<file path="src/rtl/mem_arbiter_pkg.sv">
// -----------------------------------------------------------------------------
// mem_arb_pkg
//   Shared types and constants for the unified-memory arbiter.
//
//   owner_e      : which port the memory response in flight belongs to
//   STARVE_CNT_W : width of the fetch anti-starvation counter
//   owner_of()   : maps this cycle's grants onto the owner of next cycle's data
// -----------------------------------------------------------------------------
package mem_arb_pkg;

    localparam int STARVE_CNT_W = 4;

    typedef enum logic [1:0] {
        OWN_NONE = 2'd0,
        OWN_IF   = 2'd1,
        OWN_D    = 2'd2
    } owner_e;

    // The grant logic guarantees at most one of the two is set, so the
    // ordering here only matters for readability.
    function automatic owner_e owner_of(input logic if_gnt, input logic d_gnt);
        owner_e own;
        own = OWN_NONE;
        if (d_gnt) begin
            own = OWN_D;
        end else if (if_gnt) begin
            own = OWN_IF;
        end
        return own;
    endfunction

endpackage

</file>
<file path="src/rtl/mem_arbiter_if.sv">
// -----------------------------------------------------------------------------
// mem_arbiter_if
//   Bundles the fetch port, the data port, the memory port and the stall
//   outputs of the unified-memory arbiter.
//
//   modport slave  : arbiter view (requests and mem_rdata in; grants,
//                    responses, memory drive and stalls out)
//   modport master : environment view (pipeline, hazard unit and memory)
//
//   Fetch port  : if_req, if_addr -> if_gnt, if_rvalid, if_rdata
//   Data port   : d_req, d_we, d_addr, d_wdata, d_be -> d_gnt, d_rvalid, d_rdata
//   Memory port : mem_en, mem_we, mem_addr, mem_wdata, mem_be <- mem_rdata
//   Stalls      : stall_if, stall_mem
// -----------------------------------------------------------------------------
interface mem_arbiter_if #(
    parameter int AW = 32
);
    logic          if_req;
    logic [AW-1:0] if_addr;
    logic          if_gnt;
    logic          if_rvalid;
    logic [31:0]   if_rdata;

    logic          d_req;
    logic          d_we;
    logic [AW-1:0] d_addr;
    logic [31:0]   d_wdata;
    logic [3:0]    d_be;
    logic          d_gnt;
    logic          d_rvalid;
    logic [31:0]   d_rdata;

    logic          mem_en;
    logic          mem_we;
    logic [AW-1:0] mem_addr;
    logic [31:0]   mem_wdata;
    logic [3:0]    mem_be;
    logic [31:0]   mem_rdata;

    logic          stall_if;
    logic          stall_mem;

    modport slave (
        input  if_req, if_addr,
        output if_gnt, if_rvalid, if_rdata,
        input  d_req, d_we, d_addr, d_wdata, d_be,
        output d_gnt, d_rvalid, d_rdata,
        output mem_en, mem_we, mem_addr, mem_wdata, mem_be,
        input  mem_rdata,
        output stall_if, stall_mem
    );

    modport master (
        output if_req, if_addr,
        input  if_gnt, if_rvalid, if_rdata,
        output d_req, d_we, d_addr, d_wdata, d_be,
        input  d_gnt, d_rvalid, d_rdata,
        input  mem_en, mem_we, mem_addr, mem_wdata, mem_be,
        output mem_rdata,
        input  stall_if, stall_mem
    );

endinterface

</file>
<file path="src/rtl/mem_arbiter_starve_ctr.sv">
// -----------------------------------------------------------------------------
// arb_starve_ctr
//   Saturating count of consecutive cycles a pending fetch has been refused.
//
//   clk, reset : clock, synchronous active-high reset
//   inc        : fetch pending and refused this cycle
//   clr        : fetch granted or not requested this cycle (wins over inc)
//   limit      : saturation value
//   at_limit   : count has reached limit; the fetch must win next contention
// -----------------------------------------------------------------------------
module arb_starve_ctr
    import mem_arb_pkg::*;
(
    input  logic                    clk,
    input  logic                    reset,
    input  logic                    inc,
    input  logic                    clr,
    input  logic [STARVE_CNT_W-1:0] limit,
    output logic                    at_limit
);

    logic [STARVE_CNT_W-1:0] cnt_q;
    logic [STARVE_CNT_W-1:0] cnt_d;

    always_comb begin
        cnt_d = cnt_q;
        if (clr) begin
            cnt_d = '0;
        end else if (inc && (cnt_q < limit)) begin
            cnt_d = cnt_q + 1'b1;
        end
    end

    always_ff @(posedge clk) begin
        if (reset) begin
            cnt_q <= '0;
        end else begin
            cnt_q <= cnt_d;
        end
    end

    assign at_limit = (cnt_q == limit);

endmodule

</file>
<file path="src/rtl/mem_arbiter.sv">
// -----------------------------------------------------------------------------
// mem_arbiter
//   Shares one single-port, synchronous-read memory between instruction fetch
//   and the data (MEM-stage) port. At most one access is issued per cycle;
//   the read data returning one cycle later is steered to the issuing port.
//   Data accesses win contention unless the fetch has already been refused
//   STARVE_LIMIT cycles in a row, in which case the fetch is forced through.
//
//   Parameters : STARVE_LIMIT (1..15), AW (address width)
//   clk        : clock, rising-edge
//   reset      : synchronous, active-high
//   bus        : mem_arbiter_if.slave (fetch port, data port, memory port,
//                stall_if / stall_mem for the hazard unit)
// -----------------------------------------------------------------------------
module mem_arbiter
    import mem_arb_pkg::*;
#(
    parameter int STARVE_LIMIT = 4,
    parameter int AW           = 32
) (
    input logic          clk,
    input logic          reset,
    mem_arbiter_if.slave bus
);

    localparam logic [STARVE_CNT_W-1:0] LIMIT = STARVE_CNT_W'(STARVE_LIMIT);

    logic          if_gnt;
    logic          d_gnt;
    logic          at_limit;
    logic          starve_inc;
    logic          starve_clr;

    owner_e        owner_q;
    owner_e        owner_d;

    logic [AW-1:0] addr_hold_q;
    logic [AW-1:0] addr_hold_d;
    logic [31:0]   wdata_hold_q;
    logic [31:0]   wdata_hold_d;

    logic [AW-1:0] mem_addr;
    logic [31:0]   mem_wdata;
    logic [3:0]    mem_be;
    logic          mem_we;

    // Grant: data first, unless a fetch has waited out its allowance.
    always_comb begin
        d_gnt  = bus.d_req & ~(bus.if_req & at_limit);
        if_gnt = bus.if_req & ~d_gnt;
    end

    // Clearing on "granted or not requesting" is exactly the complement of
    // "requesting and refused".
    assign starve_inc = bus.if_req & ~if_gnt;
    assign starve_clr = ~starve_inc;

    arb_starve_ctr u_starve_ctr (
        .clk      (clk),
        .reset    (reset),
        .inc      (starve_inc),
        .clr      (starve_clr),
        .limit    (LIMIT),
        .at_limit (at_limit)
    );

    // Memory drive. With no grant the address and write data repeat the last
    // issued values so the memory pins do not toggle on idle cycles.
    always_comb begin
        mem_addr  = addr_hold_q;
        mem_wdata = wdata_hold_q;
        mem_be    = 4'b0000;
        mem_we    = 1'b0;
        if (d_gnt) begin
            mem_addr  = bus.d_addr;
            mem_wdata = bus.d_wdata;
            mem_we    = bus.d_we;
            mem_be    = bus.d_we ? bus.d_be : 4'b0000;
        end else if (if_gnt) begin
            mem_addr = bus.if_addr;
        end
    end

    always_comb begin
        owner_d      = owner_of(if_gnt, d_gnt);
        addr_hold_d  = mem_addr;
        wdata_hold_d = mem_wdata;
    end

    always_ff @(posedge clk) begin
        if (reset) begin
            owner_q      <= OWN_NONE;
            addr_hold_q  <= '0;
            wdata_hold_q <= '0;
        end else begin
            owner_q      <= owner_d;
            addr_hold_q  <= addr_hold_d;
            wdata_hold_q <= wdata_hold_d;
        end
    end

    assign bus.if_gnt    = if_gnt;
    assign bus.d_gnt     = d_gnt;
    assign bus.mem_en    = if_gnt | d_gnt;
    assign bus.mem_we    = mem_we;
    assign bus.mem_addr  = mem_addr;
    assign bus.mem_wdata = mem_wdata;
    assign bus.mem_be    = mem_be;

    // Gating with reset drops a response whose access was granted in the
    // cycle just before reset took hold.
    assign bus.if_rvalid = (owner_q == OWN_IF) & ~reset;
    assign bus.d_rvalid  = (owner_q == OWN_D) & ~reset;
    assign bus.if_rdata  = bus.mem_rdata;
    assign bus.d_rdata   = bus.mem_rdata;

    assign bus.stall_if  = bus.if_req & ~if_gnt;
    assign bus.stall_mem = bus.d_req & ~d_gnt;

endmodule

</file>
<file path="src/flat_wrapper.sv">
// flat-port wrapper written by rule: the top's interface ports become plain ports
module mem_arbiter_flat import mem_arb_pkg::*;
#(
    parameter int STARVE_LIMIT = 4,
    parameter int AW           = 32
)
  (clk, reset, bus_if_req, bus_if_addr, bus_if_gnt, bus_if_rvalid, bus_if_rdata, bus_d_req, bus_d_we, bus_d_addr, bus_d_wdata, bus_d_be, bus_d_gnt, bus_d_rvalid, bus_d_rdata, bus_mem_en, bus_mem_we, bus_mem_addr, bus_mem_wdata, bus_mem_be, bus_mem_rdata, bus_stall_if, bus_stall_mem);
  mem_arbiter_if #(.AW(AW)) bus_i ();
  input logic clk;
  input logic reset;
  input wire logic [$bits(bus_i.if_req)-1:0] bus_if_req;
  input wire logic [$bits(bus_i.if_addr)-1:0] bus_if_addr;
  output wire logic [$bits(bus_i.if_gnt)-1:0] bus_if_gnt;
  output wire logic [$bits(bus_i.if_rvalid)-1:0] bus_if_rvalid;
  output wire logic [$bits(bus_i.if_rdata)-1:0] bus_if_rdata;
  input wire logic [$bits(bus_i.d_req)-1:0] bus_d_req;
  input wire logic [$bits(bus_i.d_we)-1:0] bus_d_we;
  input wire logic [$bits(bus_i.d_addr)-1:0] bus_d_addr;
  input wire logic [$bits(bus_i.d_wdata)-1:0] bus_d_wdata;
  input wire logic [$bits(bus_i.d_be)-1:0] bus_d_be;
  output wire logic [$bits(bus_i.d_gnt)-1:0] bus_d_gnt;
  output wire logic [$bits(bus_i.d_rvalid)-1:0] bus_d_rvalid;
  output wire logic [$bits(bus_i.d_rdata)-1:0] bus_d_rdata;
  output wire logic [$bits(bus_i.mem_en)-1:0] bus_mem_en;
  output wire logic [$bits(bus_i.mem_we)-1:0] bus_mem_we;
  output wire logic [$bits(bus_i.mem_addr)-1:0] bus_mem_addr;
  output wire logic [$bits(bus_i.mem_wdata)-1:0] bus_mem_wdata;
  output wire logic [$bits(bus_i.mem_be)-1:0] bus_mem_be;
  input wire logic [$bits(bus_i.mem_rdata)-1:0] bus_mem_rdata;
  output wire logic [$bits(bus_i.stall_if)-1:0] bus_stall_if;
  output wire logic [$bits(bus_i.stall_mem)-1:0] bus_stall_mem;
  assign bus_i.if_req = bus_if_req;
  assign bus_i.if_addr = bus_if_addr;
  assign bus_if_gnt = bus_i.if_gnt;
  assign bus_if_rvalid = bus_i.if_rvalid;
  assign bus_if_rdata = bus_i.if_rdata;
  assign bus_i.d_req = bus_d_req;
  assign bus_i.d_we = bus_d_we;
  assign bus_i.d_addr = bus_d_addr;
  assign bus_i.d_wdata = bus_d_wdata;
  assign bus_i.d_be = bus_d_be;
  assign bus_d_gnt = bus_i.d_gnt;
  assign bus_d_rvalid = bus_i.d_rvalid;
  assign bus_d_rdata = bus_i.d_rdata;
  assign bus_mem_en = bus_i.mem_en;
  assign bus_mem_we = bus_i.mem_we;
  assign bus_mem_addr = bus_i.mem_addr;
  assign bus_mem_wdata = bus_i.mem_wdata;
  assign bus_mem_be = bus_i.mem_be;
  assign bus_i.mem_rdata = bus_mem_rdata;
  assign bus_stall_if = bus_i.stall_if;
  assign bus_stall_mem = bus_i.stall_mem;
  mem_arbiter #(.STARVE_LIMIT(STARVE_LIMIT), .AW(AW)) u_core (.clk(clk), .reset(reset), .bus(bus_i));
endmodule
</file>
<file path="config.mk">
export PLATFORM = sky130hd
export DESIGN_NAME = mem_arbiter_flat
export DESIGN_NICKNAME = d
export VERILOG_FILES = /design/src/rtl/mem_arbiter_pkg.sv /design/src/rtl/mem_arbiter_if.sv /design/src/rtl/mem_arbiter_starve_ctr.sv /design/src/rtl/mem_arbiter.sv /design/src/flat_wrapper.sv
export SDC_FILE = /design/constraint.sdc
export NUM_CORES = 1
export LEC_CHECK = 0
export ABC_AREA = 0
export BUFFER_PORTS_ARGS = -buffer_cell sky130_fd_sc_hd__buf_2
export CAP_MARGIN = 20
export CORE_UTILIZATION = 25
export CTS_BUF_LIST = sky130_fd_sc_hd__clkbuf_16
export CTS_CLUSTER_SIZE = 10
export DETAILED_ROUTE_END_ITERATION = 10
export GPL_ROUTABILITY_DRIVEN = 0
export PLACE_DENSITY = 0.62
export RECOVER_POWER = 100
export SYNTH_ARGS = -nofsm -noshare
export SYNTH_HDL_FRONTEND = slang
export SYNTH_SLANG_ARGS = --single-unit
</file>
<file path="constraint.sdc">
create_clock -name clk -period 1.9 [get_ports clk]
set_clock_uncertainty 0.1 [all_clocks]
set_input_delay 0.095 -clock clk [delete_from_list [all_inputs] [get_ports clk]]
set_output_delay 0.095 -clock clk [all_outputs]
set_load 0.01 [all_outputs]
</file>
# --- Yosys cells after proc, flatten, opt, wreduce, memory -nomap -nowiden ---
# Index checks and enable logic that the tools add are counted.
# W data, S select, Z words.
classes:
  n_mux: 8
  addsub: 1
  reduce_logical: 3
  n_eq_ne: 3
  n_bitwise: 13
  order_cmp: 1
ops:
  columns: ["operator", "n"]
  rows:
  - ["$mux W32", 3]
  - ["$mux W4", 2]
  - ["$and A1 B1 Y1", 7]
  - ["$not A1 Y1", 5]
  - ["$add A4 B1 Y4 const B", 1]
  - ["$eq A4 B3 Y1 const B", 1]
  - ["$lt A4 B3 Y1 const B", 1]
  - ["$reduce_or A2 Y1", 2]
  - ["$eq A2 B1 Y1 const B", 1]
  - ["$eq A2 B2 Y1 const B", 1]
  - ["$mux W1", 2]
  - ["$mux W2", 1]
  - ["$logic_and A1 B1 Y1", 1]
  - ["$or A1 B1 Y1", 1]
word_totals:
  inputBits: 137
  register_bits: 70
  output_inout_bits: 140
  wordCells: 34

# --- Longest topological paths before layout ---
# Gate-level depths: netlist of the first run.
logic_depth:
  ltp_word: 10
  mapped_depth: 7
  mapped_depth_nobuf: 6

# --- Hierarchy ---
# From an unflattened synthesis of the first run, not the netlist that was laid out.
unflattened:
  hier_cells: 501
  hier_area_um2: 4337.9
by_module_without_submodules:
  columns: ["mod", "seq_area_each_um2", "cells_each", "area_per_inst_um2", "n_inst"]
  rows:
  - ["mem_arbiter", 1321.3, 466, 4027.6, 1]
  - ["arb_starve_ctr", 80.1, 35, 310.3, 1]

# --- Least setup slack after synthesis of the first run ---
# OpenSTA, ideal clock, no wires.
synth_path:
  kind: "reg2reg"
  start: "reg u_core.u_starve_ctr.cnt_q[0]"
  end: "reg u_core.addr_hold_q[13]"
  path_buffers: 2
  stages_incl_launch_ff: 8
  required_time_ps: 1654
  synth_period_minus_slack_ps: 1641
  slack_ps: 259
  arrival_time_ps: 1395
  setup_ps: 146
  cell_sequence: "dfxtp_1 > inv_1 > ha_1 > and4b_1 > buf_4 > buf_4 > nor3_1 > a211oi_2"
synth_via:
  elab_chain_cells: 8
synth_rtl:
  columns: ["item", "line_no", "rtl"]
  rows:
  - ["start, declared", "mem_arbiter_starve_ctr.sv:22", "logic [STARVE_CNT_W-1:0] cnt_q;"]
  - ["start signal, assigned", "mem_arbiter_starve_ctr.sv:38", "cnt_q <= cnt_d;"]
  - ["$eq A4 B3 Y1 *", "mem_arbiter_starve_ctr.sv:42", "assign at_limit = (cnt_q == limit);"]
  - ["$and A1 B1 Y1 *", "mem_arbiter.sv:49", "d_gnt = bus.d_req & ~(bus.if_req & at_limit);"]
  - ["$not A1 Y1 *", "mem_arbiter.sv:49", null]
  - ["$and A1 B1 Y1 *", "mem_arbiter.sv:49", null]
  - ["$not A1 Y1", "mem_arbiter.sv:50", "if_gnt = bus.if_req & ~d_gnt;"]
  - ["$and A1 B1 Y1", "mem_arbiter.sv:50", null]
  - ["$mux W32", "mem_arbiter.sv:79", "end else if (if_gnt) begin"]
  - ["$mux W32 *", "mem_arbiter.sv:74", "if (d_gnt) begin"]
  - ["end signal, assigned", "mem_arbiter.sv:97", "addr_hold_q <= addr_hold_d;"]
  - ["end, declared", "mem_arbiter.sv:37", "logic [AW-1:0] addr_hold_q;"]
# Every way passes the cells marked *; elsewhere a longest branch is shown, timed or not.
# A chain may end at the register's enable or synchronous reset.

# --- Worst setup path after layout of the first run ---
layout_path:
  start: "reg u_core.u_starve_ctr.cnt_q[0]"
  end: "out bus_mem_addr[29]"
layout_via:
  elab_chain_cells: 8
layout_rtl:
  columns: ["item", "line_no", "rtl"]
  rows:
  - ["$eq A4 B3 Y1 *", "mem_arbiter_starve_ctr.sv:42", null]
  - ["$and A1 B1 Y1 *", "mem_arbiter.sv:49", null]
  - ["$not A1 Y1 *", "mem_arbiter.sv:49", null]
  - ["$and A1 B1 Y1 *", "mem_arbiter.sv:49", null]
  - ["$not A1 Y1", "mem_arbiter.sv:50", null]
  - ["$and A1 B1 Y1", "mem_arbiter.sv:50", null]
  - ["$mux W32", "mem_arbiter.sv:79", null]
  - ["$mux W32 *", "mem_arbiter.sv:74", null]
  - ["end, declared", "flat_wrapper.sv:26", "output wire logic [$bits(bus_i.mem_addr)-1:0] bus_mem_addr;"]
# Marked as above.

==> results of run 1 <==
-- state kept, by name, summed over array words and instances (netlist names) --
register                   cells
u_core.owner_q                 2
u_core.addr_hold_q            32
u_core.u_starve_ctr.cnt_q      4
u_core.wdata_hold_q           32
-- layer usage --
metal | global-route usage | routed length (µm)
met5 | 0 | 0
met2 | 0.288 | 6590
met4 | 0.0798 | 526
met1 | 0.164 | 5110
met3 | 0.0536 | 908
-- final cells by class --
type,count,area share
timing repair buffer,249,0.285
clock buffer,9,0.0368
tap,211,0.0431
inverter,7,0.00429
clock inverter,6,0.0129
multi-input combinational,284,0.388
sequential,70,0.229
antenna,1,0.000409
-- worst min path at each step --
| stage | slack, ns | endpoint | startpoint | cells past startpoint |
|---|---|---|---|---|
| 2_1_floorplan | 0.18 | u_core.wdata_hold_q[0] | bus_d_wdata[0] | 2 |
| 3_3_place_gp | 0.09 | bus_d_rdata[2] | bus_mem_rdata[2] | 0 |
| 3_5_place_dp | 0.09 | bus_d_rdata[2] | bus_mem_rdata[2] | 0 |
| 4_1_cts | 0.003 | u_core.addr_hold_q[20] | bus_d_addr[20] | 3 |
| 5_1_grt | 0.02 | u_core.addr_hold_q[23] | bus_d_addr[23] | 3 |
| 6_report | 0.02 | u_core.addr_hold_q[21] | bus_d_addr[21] | 3 |
-- worst reg2reg max path, cell delays in order (launching register included) --
cell and delay, ns:
dfxtp_2 0.32, inv_2 0.06, ha_4 0.14, and4b_2 0.30, buf_6 0.16, buf_16 0.17, nor3_4 0.06, buf_4 0.15
buf_4 0.12, a211oi_2 0.14
-- kinds of logic after synthesis --
group                      share of synthesized area
AOI/OAI and AO/OA                              0.214
DFF                                            0.358
and+or+nand+nor                                0.152
buffers and inverters                          0.183
adders and majority gates                    0.00639
muxes                                         0.0844
xor gates and xnor gates                     0.00224
-- through the flow --
stage / total power, W / area (µm²) / TNS (ns) / hold WS (ns) / cells
finish: 0.00429 / 6120 / -6.58 / 0.0201 / 837
global route: 0.00449 / 6120 / -11.85 / 0.0170 / 836
CTS: 0.00429 / 5820 / -6.94 / 0.00285 / 831
detailed placement: 0.00234 / 4600 / 0 / 0.0901 / 767
global placement: 0.00234 / 4600 / 0 / 0.0901 / 767
floorplan: 0.00216 / 3910 / 0 / 0.180 / 465
-- placed cells by master, fill, tap and decap left out, types with 2 or more instances in the layout --
master	Yosys	layout
nand3_1	32	32
inv_2	1	4
buf_4	74	14
buf_16	0	4
dlygate4sd3_1	0	37
buf_2	12	179
dfxtp_1	70	68
dfxtp_2	0	2
nor2_1	7	7
o21ai_1	9	4
buf_12	0	8
clkinv_1	0	2
nand2_1	35	34
bufinv_16	0	2
o21ai_4	0	12
inv_1	6	4
mux2i_1	33	33
a211oi_2	20	20
nor3b_1	2	2
a21oi_1	64	50
nor3_4	0	28
nor3_2	4	4
a21oi_2	0	14
o21ai_2	0	16
buf_6	1	3
and2_1	4	4
clkbuf_16	0	11
a211oi_1	12	12
-- repair_timing --
| action | CTS | global route |
|---|---|---|
| pin swaps | 8 | 8 |
| hold buffers | 37 | 0 |
| gates resized for setup | 102 | 46 |
| endpoints found under the hold margin | 37 | 0 |
| cloned | 4 | 2 |
| buffers inserted | 9 | 3 |
| endpoints found under the setup margin | 70 | 70 |
-- power by group through the flow --
stage / sequential (W) / combinational (W) / clock (W)
after floorplan: 0.00160 / 0.000558 / 0
after global placement: 0.00161 / 0.000727 / 0
after detailed placement: 0.00161 / 0.000730 / 0
after CTS: 0.00158 / 0.000858 / 0.00185
after global routing: 0.00160 / 0.000986 / 0.00190
final: 0.00159 / 0.000909 / 0.00179
-- cells in the mapped netlist --
cell	instances
a211oi_1	12
a211oi_2	20
a21oi_1	64
a41oi_1	1
and2_1	4
and3_1	1
and4b_1	1
and4bb_2	1
buf_1	5
buf_2	12
buf_4	74
buf_6	1
clkbuf_1	12
dfxtp_1	70
ha_1	2
inv_1	6
inv_2	1
mux2i_1	33
nand2_1	35
nand3_1	32
nand4b_2	1
nor2_1	7
nor3_1	29
nor3_2	4
nor3b_1	2
nor4_1	1
o2111ai_1	1
o21ai_0	23
o21ai_1	9
xnor2_1	1
==> results.json, run 1 <==
{
  "utilization": 0.401,
  "p_sw_frac": 0.272,
  "setup_ws_ns": -0.165,
  "viasPerCell": 4.65,
  "critPathMaxFanout": 8,
  "p_per_area_mw_per_mm2": 700,
  "setup_viol": 68,
  "clkPwrFrac": 0.417,
  "drc": 0,
  "syn-num-nets": 604,
  "route.vias.total": 3892,
  "die_area_mm2": 0.0162,
  "ys_seq_area_frac": 0.358,
  "fmax_mhz": 484,
  "p_leak_nw": 2.68,
  "drt-initial-drc-count": 138,
  "firstDrtPassIters": 4,
  "path_cells": "inv_2, ha_4, and4b_2, buf_6, buf_12, nor3_4, a21oi_2, buf_2",
  "cp.required_ns": 1.70,
  "combPwrFrac": 0.212,
  "grt_use_total": 0.159,
  "dp_worst_setup_slack_ns": 0.0474,
  "p_int_w": 0.00312,
  "register_area_mm2": 0.00140,
  "crit_buf_inv": 4,
  "final_hold_viol_count": 0,
  "clk_latency_ns": 0.33,
  "numCtsBuffers": 9,
  "netlist.top_cell.by_area": "dfxtp_1",
  "cts_root_buf": "clkbuf_16",
  "reg2reg_slack_ns": 0.10,
  "grt_overflow": 0,
  "rr_endpoint": "u_core.addr_hold_q[16]",
  "worstPathArrival_ns": 1.87,
  "die_h_um": 127,
  "grt_max_degree": 44,
  "routed_wl_um": 13100,
  "status": "finished, violations left",
  "power.switching_w": 0.00116,
  "cts_sinks": 70,
  "power_frac_seq": 0.371,
  "ioPinCount": 277,
  "min_path_type": "in2reg",
  "grt_pass1_wl_um": 19600,
  "worstSetupEndpoint": "bus_mem_addr[29]",
  "initial_core_util": 0.256,
  "die_w_um": 127,
  "worstRegToRegCells": 9,
  "dpl.hpwl_um": 7800,
  "antenna_found_initial": 1,
  "syn2layout_area_growth_pct": 56.4,
  "path_delay_family": "buffers and inverters",
  "critPathLaunch": "u_core.u_starve_ctr.cnt_q[0]",
  "syn_avg_cell_area_um2": 8.42,
  "netlist_area_mm2": 0.00391,
  "synth_top_area_share": 0.358,
  "post_drt_wl_per_cell_um": 15.7,
  "fin_crit_ns": 2.06,
  "violations": "setup timing",
  "start_kind": "flip-flop",
  "core_area_mm2": 0.0153,
  "critPathMaxStageDelay_ns": 0.32,
  "synthCells": 465,
  "period_share": 1.09,
  "timing.rr.start": "u_core.u_starve_ctr.cnt_q[0]",
  "drv_cap": 0,
  "synth_cell_types": 30,
  "vdd_drop_max_v": 0.000662,
  "multi_input_area_mm2": 0.00237,
  "path_class": "reg2out",
  "io_buffers": 180,
  "clkTransAtPathRegs_ns": 0.06,
  "end_kind": "output port",
  "cts_tree": "built",
  "ys_warn_count": 0,
  "cp_num_cells": 8,
  "std_cell_rows": 45,
  "report.final.slew_viol_count": 0,
  "fill_cells": 1505,
  "relSlewSlack": 0.656,
  "clockBufferDepth": 2,
  "ant_nets": 0,
  "tightest_slew_ns": 0.516,
  "synth_area_leaders": "dfxtp_1, buf_4, mux2i_1",
  "rsz0062_at_grt": "yes",
  "synth_seq_cells": 70,
  "cp_slowest_cell": "dfxtp_2",
  "nets": 760,
  "drive_gt1_frac": 0.525,
  "h-tree-depth": 3,
  "grt_pass1_vias": 3756
}
(Power assumes the default switching activity.)
==> inputs of run 2 (changes only) <==
--- a/config.mk
+++ b/config.mk
@@ -5,7 +5,7 @@
 export SDC_FILE = /design/constraint.sdc
 export NUM_CORES = 1
 export LEC_CHECK = 0
-export ABC_AREA = 0
+export ABC_AREA = 1
 export BUFFER_PORTS_ARGS = -buffer_cell sky130_fd_sc_hd__buf_2
 export CAP_MARGIN = 20
 export CORE_UTILIZATION = 25
==> results.json, run 2 <==
{
  "setup_viol": 48,
  "std_cell_rows": 45,
  "clkPwrFrac": 0.425,
  "io_buffers": 180,
  "drc": 0,
  "synth_cell_types": 24,
  "end_kind": "output port",
  "period_share": 1.03,
  "p_sw_frac": 0.271,
  "final_common_cell": "buf_2",
  "violations": "setup timing",
  "cts_sinks": 70,
  "reg_top3": "u_core.addr_hold_q x32, u_core.wdata_hold_q x32, u_core.u_starve_ctr.cnt_q x4",
  "final_hold_viol_count": 0,
  "report.final.slew_viol_count": 0,
  "clkTransAtPathRegs_ns": 0.06,
  "cp.required_ns": 1.70,
  "post_drt_wl_per_cell_um": 13.0,
  "synth_area_leaders": "dfxtp_1, buf_4, nand2_1",
  "routed_wl_um": 12700,
  "path_class": "reg2out",
  "worstPathArrival_ns": 1.76,
  "yosysMostFrequentCell": "nand2_1",
  "p_leak_nw": 3.26,
  "antenna_found_initial": 0,
  "netlist.top_cell.by_area": "dfxtp_1",
  "synthArstFlopShare": 0,
  "vdd_drop_max_v": 0.000711,
  "drv_cap": 0,
  "syn-num-nets": 706,
  "dpl.hpwl_um": 7540,
  "die_w_um": 127,
  "min_path_type": "in2reg",
  "syn2layout_area_growth_pct": 63.5,
  "power.switching_w": 0.00126,
  "netlist_area_mm2": 0.00393,
  "synth-edff-count": 0,
  "nets": 903,
  "route.vias.total": 4075,
  "cts_tree": "built",
  "clockBufferDepth": 2,
  "setup_tns_ns": -1.08,
  "grt_pass1_wl_um": 18100,
  "syn_avg_cell_area_um2": 6.93,
  "drive_gt1_frac": 0.455,
  "grt_overflow": 0,
  "status": "finished, violations left",
  "viasPerCell": 4.16,
  "firstDrtPassIters": 4,
  "relSlewSlack": 0.685,
  "ant_nets": 0,
  "setup_ws_ns": -0.0597,
  "ys.flop_type": "dfxtp_1",
  "ioPinCount": 277,
  "grt_max_degree": 34,
  "n_antenna_cell": 0,
  "core_area_mm2": 0.0153,
  "ys_seq_area_frac": 0.357,
  "grt_use_total": 0.145,
  "synth_seq_cells": 70,
  "p_per_area_mw_per_mm2": 725,
  "clk_latency_ns": 0.34,
  "ys_warn_count": 0,
  "critPathMaxFanout": 7,
  "grt_pass1_vias": 3749,
  "h-tree-depth": 3,
  "initial_core_util": 0.257,
  "numCtsBuffers": 9,
  "cts_root_buf": "clkbuf_16",
  "synth_top_area_share": 0.357,
  "fmax_mhz": 510,
  "p_total_w": 0.00465,
  "p_int_w": 0.00339,
  "layout_common_cells": "buf_2, nand2_1, inv_1, dfxtp_1, dlygate4sd3_1",
  "die_area_mm2": 0.0162,
  "synthCells": 567,
  "combPwrFrac": 0.233,
  "start_kind": "flip-flop",
  "die_h_um": 127,
  "tightest_slew_ns": 0.472,
  "drt-initial-drc-count": 94,
  "fin_crit_ns": 1.96,
  "rsz0062_at_grt": "yes",
  "synthTopCellsByCount": "nand2_1, inv_1, dfxtp_1, buf_4, nor2_1",
  "power_frac_seq": 0.342
}
[run 2: cell types whose count changed after synthesis, sizes merged, moves of 31 or more]
| cell | before | now |
|---|---|---|
| a211oi | 32 | 0 |
| nor3 | 33 | 1 |
| a21oi | 64 | 33 |
| inv | 7 | 95 |
| mux2i | 33 | 0 |
| nor2 | 7 | 45 |
| nand2 | 35 | 126 |
[run 2: critical path, cell delays in order (launching register included)]
cell and delay, ns:
dfxtp_2 0.32, inv_2 0.07, ha_4 0.13, nand2_2 0.04
inv_2 0.09, nand2_8 0.11, nand2_8 0.16, clkbuf_16 0.18
nand2_1 0.07, o21ai_2 0.07, inv_1 0.05, buf_2 0.13
[run 2: metrics by stage]
stage / worst slack (ns) / hold slack (ns) / instances / cell area (µm²) / utilization
4_1_cts: -0.0986 / 0.00355 / 965 / 5860 / 0.384
6_report: -0.0597 / 0.0282 / 980 / 6420 / 0.421
2_1_floorplan: 0.360 / 0.156 / 567 / 3930 / -
3_3_place_gp: 0.127 / 0.0901 / 876 / 4590 / 0.301
3_5_place_dp: 0.0874 / 0.0901 / 876 / 4590 / 0.301
5_1_grt: -0.170 / 0.0251 / 980 / 6420 / 0.421
[run 2: cell type report]
type | instances | area, µm²
inverters | 95 | 364
flip-flops and latches | 70 | 1400
clock inverters | 7 | 120
repair buffers | 278 | 2090
clock buffers | 9 | 225
well taps | 211 | 264
fillers | 1477 | 8840
multi-input cells | 310 | 1960
[run 2: routing by layer]
metal | part of all wire | routed length (µm) | track usage | vias up
li1 | - | - | - | 2070
met1 | 0.38 | 4890 | 0.148 | 1797
met2 | 0.50 | 6370 | 0.261 | 165
met3 | 0.078 | 998 | 0.0503 | 43
met4 | 0.036 | 460 | 0.0714 | 0
met5 | 0 | 0 | 0 | -
[run 2: path summary, 6_finish.rpt]
kind,slack (ns),cells after the start,startpoint,to
min reg2reg,0.38,2,u_core.u_starve_ctr.cnt_q[3],u_core.u_starve_ctr.cnt_q[3]
max reg2reg,0.17,11,u_core.u_starve_ctr.cnt_q[1],u_core.u_starve_ctr.cnt_q[2]
min,0.03,5,bus_d_addr[15],u_core.addr_hold_q[15]
max,-0.06,11,u_core.u_starve_ctr.cnt_q[1],bus_mem_wdata[7]
[run 2: what timing repair did]
action,in CTS,in global routing
hold buffers,64,0
endpoints found under the hold margin,65,0
endpoints found under the setup margin,72,71
pin swaps,5,19
resized for setup,46,81
setup buffers,6,7
cloned,3,9
[run 2: kinds of logic after synthesis]
logic type	count (synthesis)	synth area share
adders and majority gates	2	0.00637
xor gates and xnor gates	1	0.00223
AOI/OAI and AO/OA	80	0.129
buffers and inverters	189	0.258
and+or+nand+nor	225	0.248
DFF	70	0.357
[run 2: power by group through the flow]
stage	clock, W	combinational, W	sequential, W
CTS	0.00205	0.000923	0.00159
floorplan	0	0.000573	0.00162
finish	0.00198	0.00108	0.00159
global placement	0	0.000743	0.00162
global route	0.00212	0.00119	0.00160
detailed placement	0	0.000746	0.00162
==> inputs of run 3 (changes only) <==
--- a/config.mk
+++ b/config.mk
@@ -8,12 +8,14 @@
 export ABC_AREA = 1
 export BUFFER_PORTS_ARGS = -buffer_cell sky130_fd_sc_hd__buf_2
 export CAP_MARGIN = 20
-export CORE_UTILIZATION = 25
+export CELL_PAD_IN_SITES_DETAIL_PLACEMENT = 2
+export CELL_PAD_IN_SITES_GLOBAL_PLACEMENT = 2
+export CORE_UTILIZATION = 18
 export CTS_BUF_LIST = sky130_fd_sc_hd__clkbuf_16
 export CTS_CLUSTER_SIZE = 10
 export DETAILED_ROUTE_END_ITERATION = 10
 export GPL_ROUTABILITY_DRIVEN = 0
-export PLACE_DENSITY = 0.62
+export PLACE_DENSITY = 0.86
 export RECOVER_POWER = 100
 export SYNTH_ARGS = -nofsm -noshare
 export SYNTH_HDL_FRONTEND = slang
==> constraint.sdc (replaced) <==
create_clock -name clk -period 1.6 [get_ports clk]
set_clock_uncertainty 0.1 [all_clocks]
set_input_delay 0.08 -clock clk [delete_from_list [all_inputs] [get_ports clk]]
set_output_delay 0.08 -clock clk [all_outputs]
set_load 0.01 [all_outputs]
==> results.json, run 3 (synthesis gave the netlist of run 2 again) <==
{
  "status": "finished, violations left",
  "violations": "setup timing",
  "path_class": "reg2out",
  "drt-initial-drc-count": 88,
  "reg_top3": "u_core.addr_hold_q x32, u_core.wdata_hold_q x32, u_core.u_starve_ctr.cnt_q x4",
  "grt_max_degree": 30,
  "relSlewSlack": 0.609,
  "grt_pass1_vias": 5212,
  "nets": 931,
  "cts_tree": "built",
  "drc": 0,
  "tightest_slew_ns": 0.587,
  "p_int_w": 0.00392,
  "p_sw_frac": 0.313,
  "end_kind": "output port",
  "p_per_area_mw_per_mm2": 765,
  "initial_core_util": 0.185,
  "io_buffers": 180,
  "holdPathStages": 5,
  "final_hold_viol_count": 0,
  "vdd_drop_max_v": 0.000451,
  "setup_tns_ns": -27.32,
  "post_drt_wl_per_cell_um": 18.7,
  "syn2layout_area_growth_pct": 89.9,
  "std_cell_rows": 53,
  "ant_nets": 0,
  "dpl_cell_area_mm2": 0.00474,
  "route.vias.total": 4516,
  "worstRegToRegCells": 14,
  "die_area_mm2": 0.0224,
  "cp.required_ns": 1.42,
  "cts_root_buf": "clkbuf_16",
  "fin_area_mm2": 0.00746,
  "critPathMaxFanout": 10,
  "combPwrFrac": 0.306,
  "rsz0062_at_grt": "yes",
  "clkTransAtPathRegs_ns": 0.06,
  "fin_crit_ns": 2.01,
  "grt_pass1_wl_um": 27700,
  "timing.rr.start": "u_core.u_starve_ctr.cnt_q[1]",
  "n_antenna_cell": 0,
  "power_frac_seq": 0.333,
  "fill_cells": 2327,
  "setup_ws_ns": -0.408,
  "drive_gt1_frac": 0.578,
  "routed_wl_um": 20100,
  "clk_latency_ns": 0.34,
  "cts_sinks": 70,
  "rr_endpoint": "u_core.wdata_hold_q[26]",
  "worstPathArrival_ns": 1.83,
  "dpl.hpwl_um": 10200,
  "layout_common_cells": "buf_2, nand2_1, dfxtp_1, dlygate4sd3_1, buf_6",
  "firstDrtPassIters": 4,
  "h-tree-depth": 3,
  "grt_use_total": 0.164,
  "clkPwrFrac": 0.361,
  "setup_viol": 93,
  "p_leak_nw": 3.55,
  "numCtsBuffers": 9,
  "drv_cap": 0,
  "die_h_um": 150,
  "die_w_um": 150,
  "fmax_mhz": 498,
  "hp-start": "bus_d_addr[17]",
  "clockBufferDepth": 2,
  "min_path_type": "in2reg",
  "start_kind": "flip-flop",
  "viasPerCell": 4.21,
  "power.switching_w": 0.00179,
  "report.final.slew_viol_count": 0,
  "period_share": 1.26,
  "antenna_found_initial": 0,
  "grt_overflow": 0,
  "ioPinCount": 277,
  "whs_endpoint": "u_core.addr_hold_q[17]",
  "final_common_cell": "buf_2",
  "reg2reg_slack_ns": -0.28,
  "core_area_mm2": 0.0212
}
-- run 3: cell count changes in the layout (fill, tap and decap cells not counted), sizes merged --
cell and change:
clkinvlp +1, dlygate4sd3 -1, clkinv +1, buf +31
nand2 -2, bufinv -2
-- run 3: worst max-delay path: stages (launching register included) --
cell     delay [ns]
dfxtp_2        0.33
inv_2          0.07
ha_4           0.13
nand2_2        0.05
inv_2          0.06
nand2_4        0.06
buf_4          0.17
buf_12         0.15
nand3_2        0.07
nand2_1        0.07
inv_1          0.13
nand2_2        0.08
buf_6          0.12
-- run 3: how the worst max path moves through the flow --
stage	slack, ns	cells after the start	endpoint	from
after floorplan	0.07	11	bus_mem_addr[15]	u_core.u_starve_ctr.cnt_q[0]
after global placement	-0.05	11	bus_mem_addr[0]	u_core.u_starve_ctr.cnt_q[1]
after detailed placement	-0.15	11	bus_mem_addr[12]	u_core.u_starve_ctr.cnt_q[1]
after CTS	-0.42	12	bus_mem_addr[25]	u_core.u_starve_ctr.cnt_q[1]
after global routing	-0.49	12	bus_mem_addr[31]	u_core.u_starve_ctr.cnt_q[1]
final	-0.41	12	bus_mem_addr[5]	u_core.u_starve_ctr.cnt_q[1]
-- run 3: final cells by class --
| type | count | area (µm²) | area share |
|---|---|---|---|
| clock inverters | 7 | 72.6 | 0.00973 |
| flip-flops and latches | 70 | 1400 | 0.188 |
| inverters | 95 | 364 | 0.0488 |
| multi-input cells | 308 | 2390 | 0.320 |
| well taps | 275 | 344 | 0.0461 |
| clock buffers | 9 | 225 | 0.0302 |
| repair buffers | 308 | 2660 | 0.357 |
-- run 3: stage by stage --
step	util	hold slack (ns)	total power [W]	std cells	setup slack (ns)
final	0.352	0.0115	0.00571	1072	-0.408
after global routing	0.352	0.0302	0.00599	1072	-0.493
after CTS	0.317	0.000993	0.00545	1062	-0.417
after detailed placement	0.224	0.0601	0.00289	951	-0.154
after global placement	0.224	0.0601	0.00285	951	-0.0538
after floorplan	-	0.141	0.00260	567	0.0749
-- run 3: power by group through the flow --
| stage | Sequential [W] | Clock, W | Combinational (W) |
|---|---|---|---|
| after floorplan | 0.00192 | 0 | 0.000681 |
| after global placement | 0.00192 | 0 | 0.000926 |
| after detailed placement | 0.00193 | 0 | 0.000959 |
| after CTS | 0.00189 | 0.00213 | 0.00143 |
| after global routing | 0.00191 | 0.00221 | 0.00187 |
| final | 0.00190 | 0.00206 | 0.00175 |
-- run 3: repair_timing --
action / in CTS / in global routing
resized for setup: 161 / 162
endpoints found under the hold margin: 63 / 0
setup buffers: 26 / 15
gates cloned: 7 / 3
setup endpoints to repair: 102 / 120
pin swaps: 23 / 30
hold buffers: 63 / 0
-- run 3: routing by layer --
layer	wire (µm)	GRT usage	share of wire	vias up
li1	-	-	-	2120
met3	1040	0.0402	0.052	44
met5	0	0	0	-
met4	529	0.0581	0.026	0
met2	11400	0.331	0.57	151
met1	7080	0.157	0.35	2201
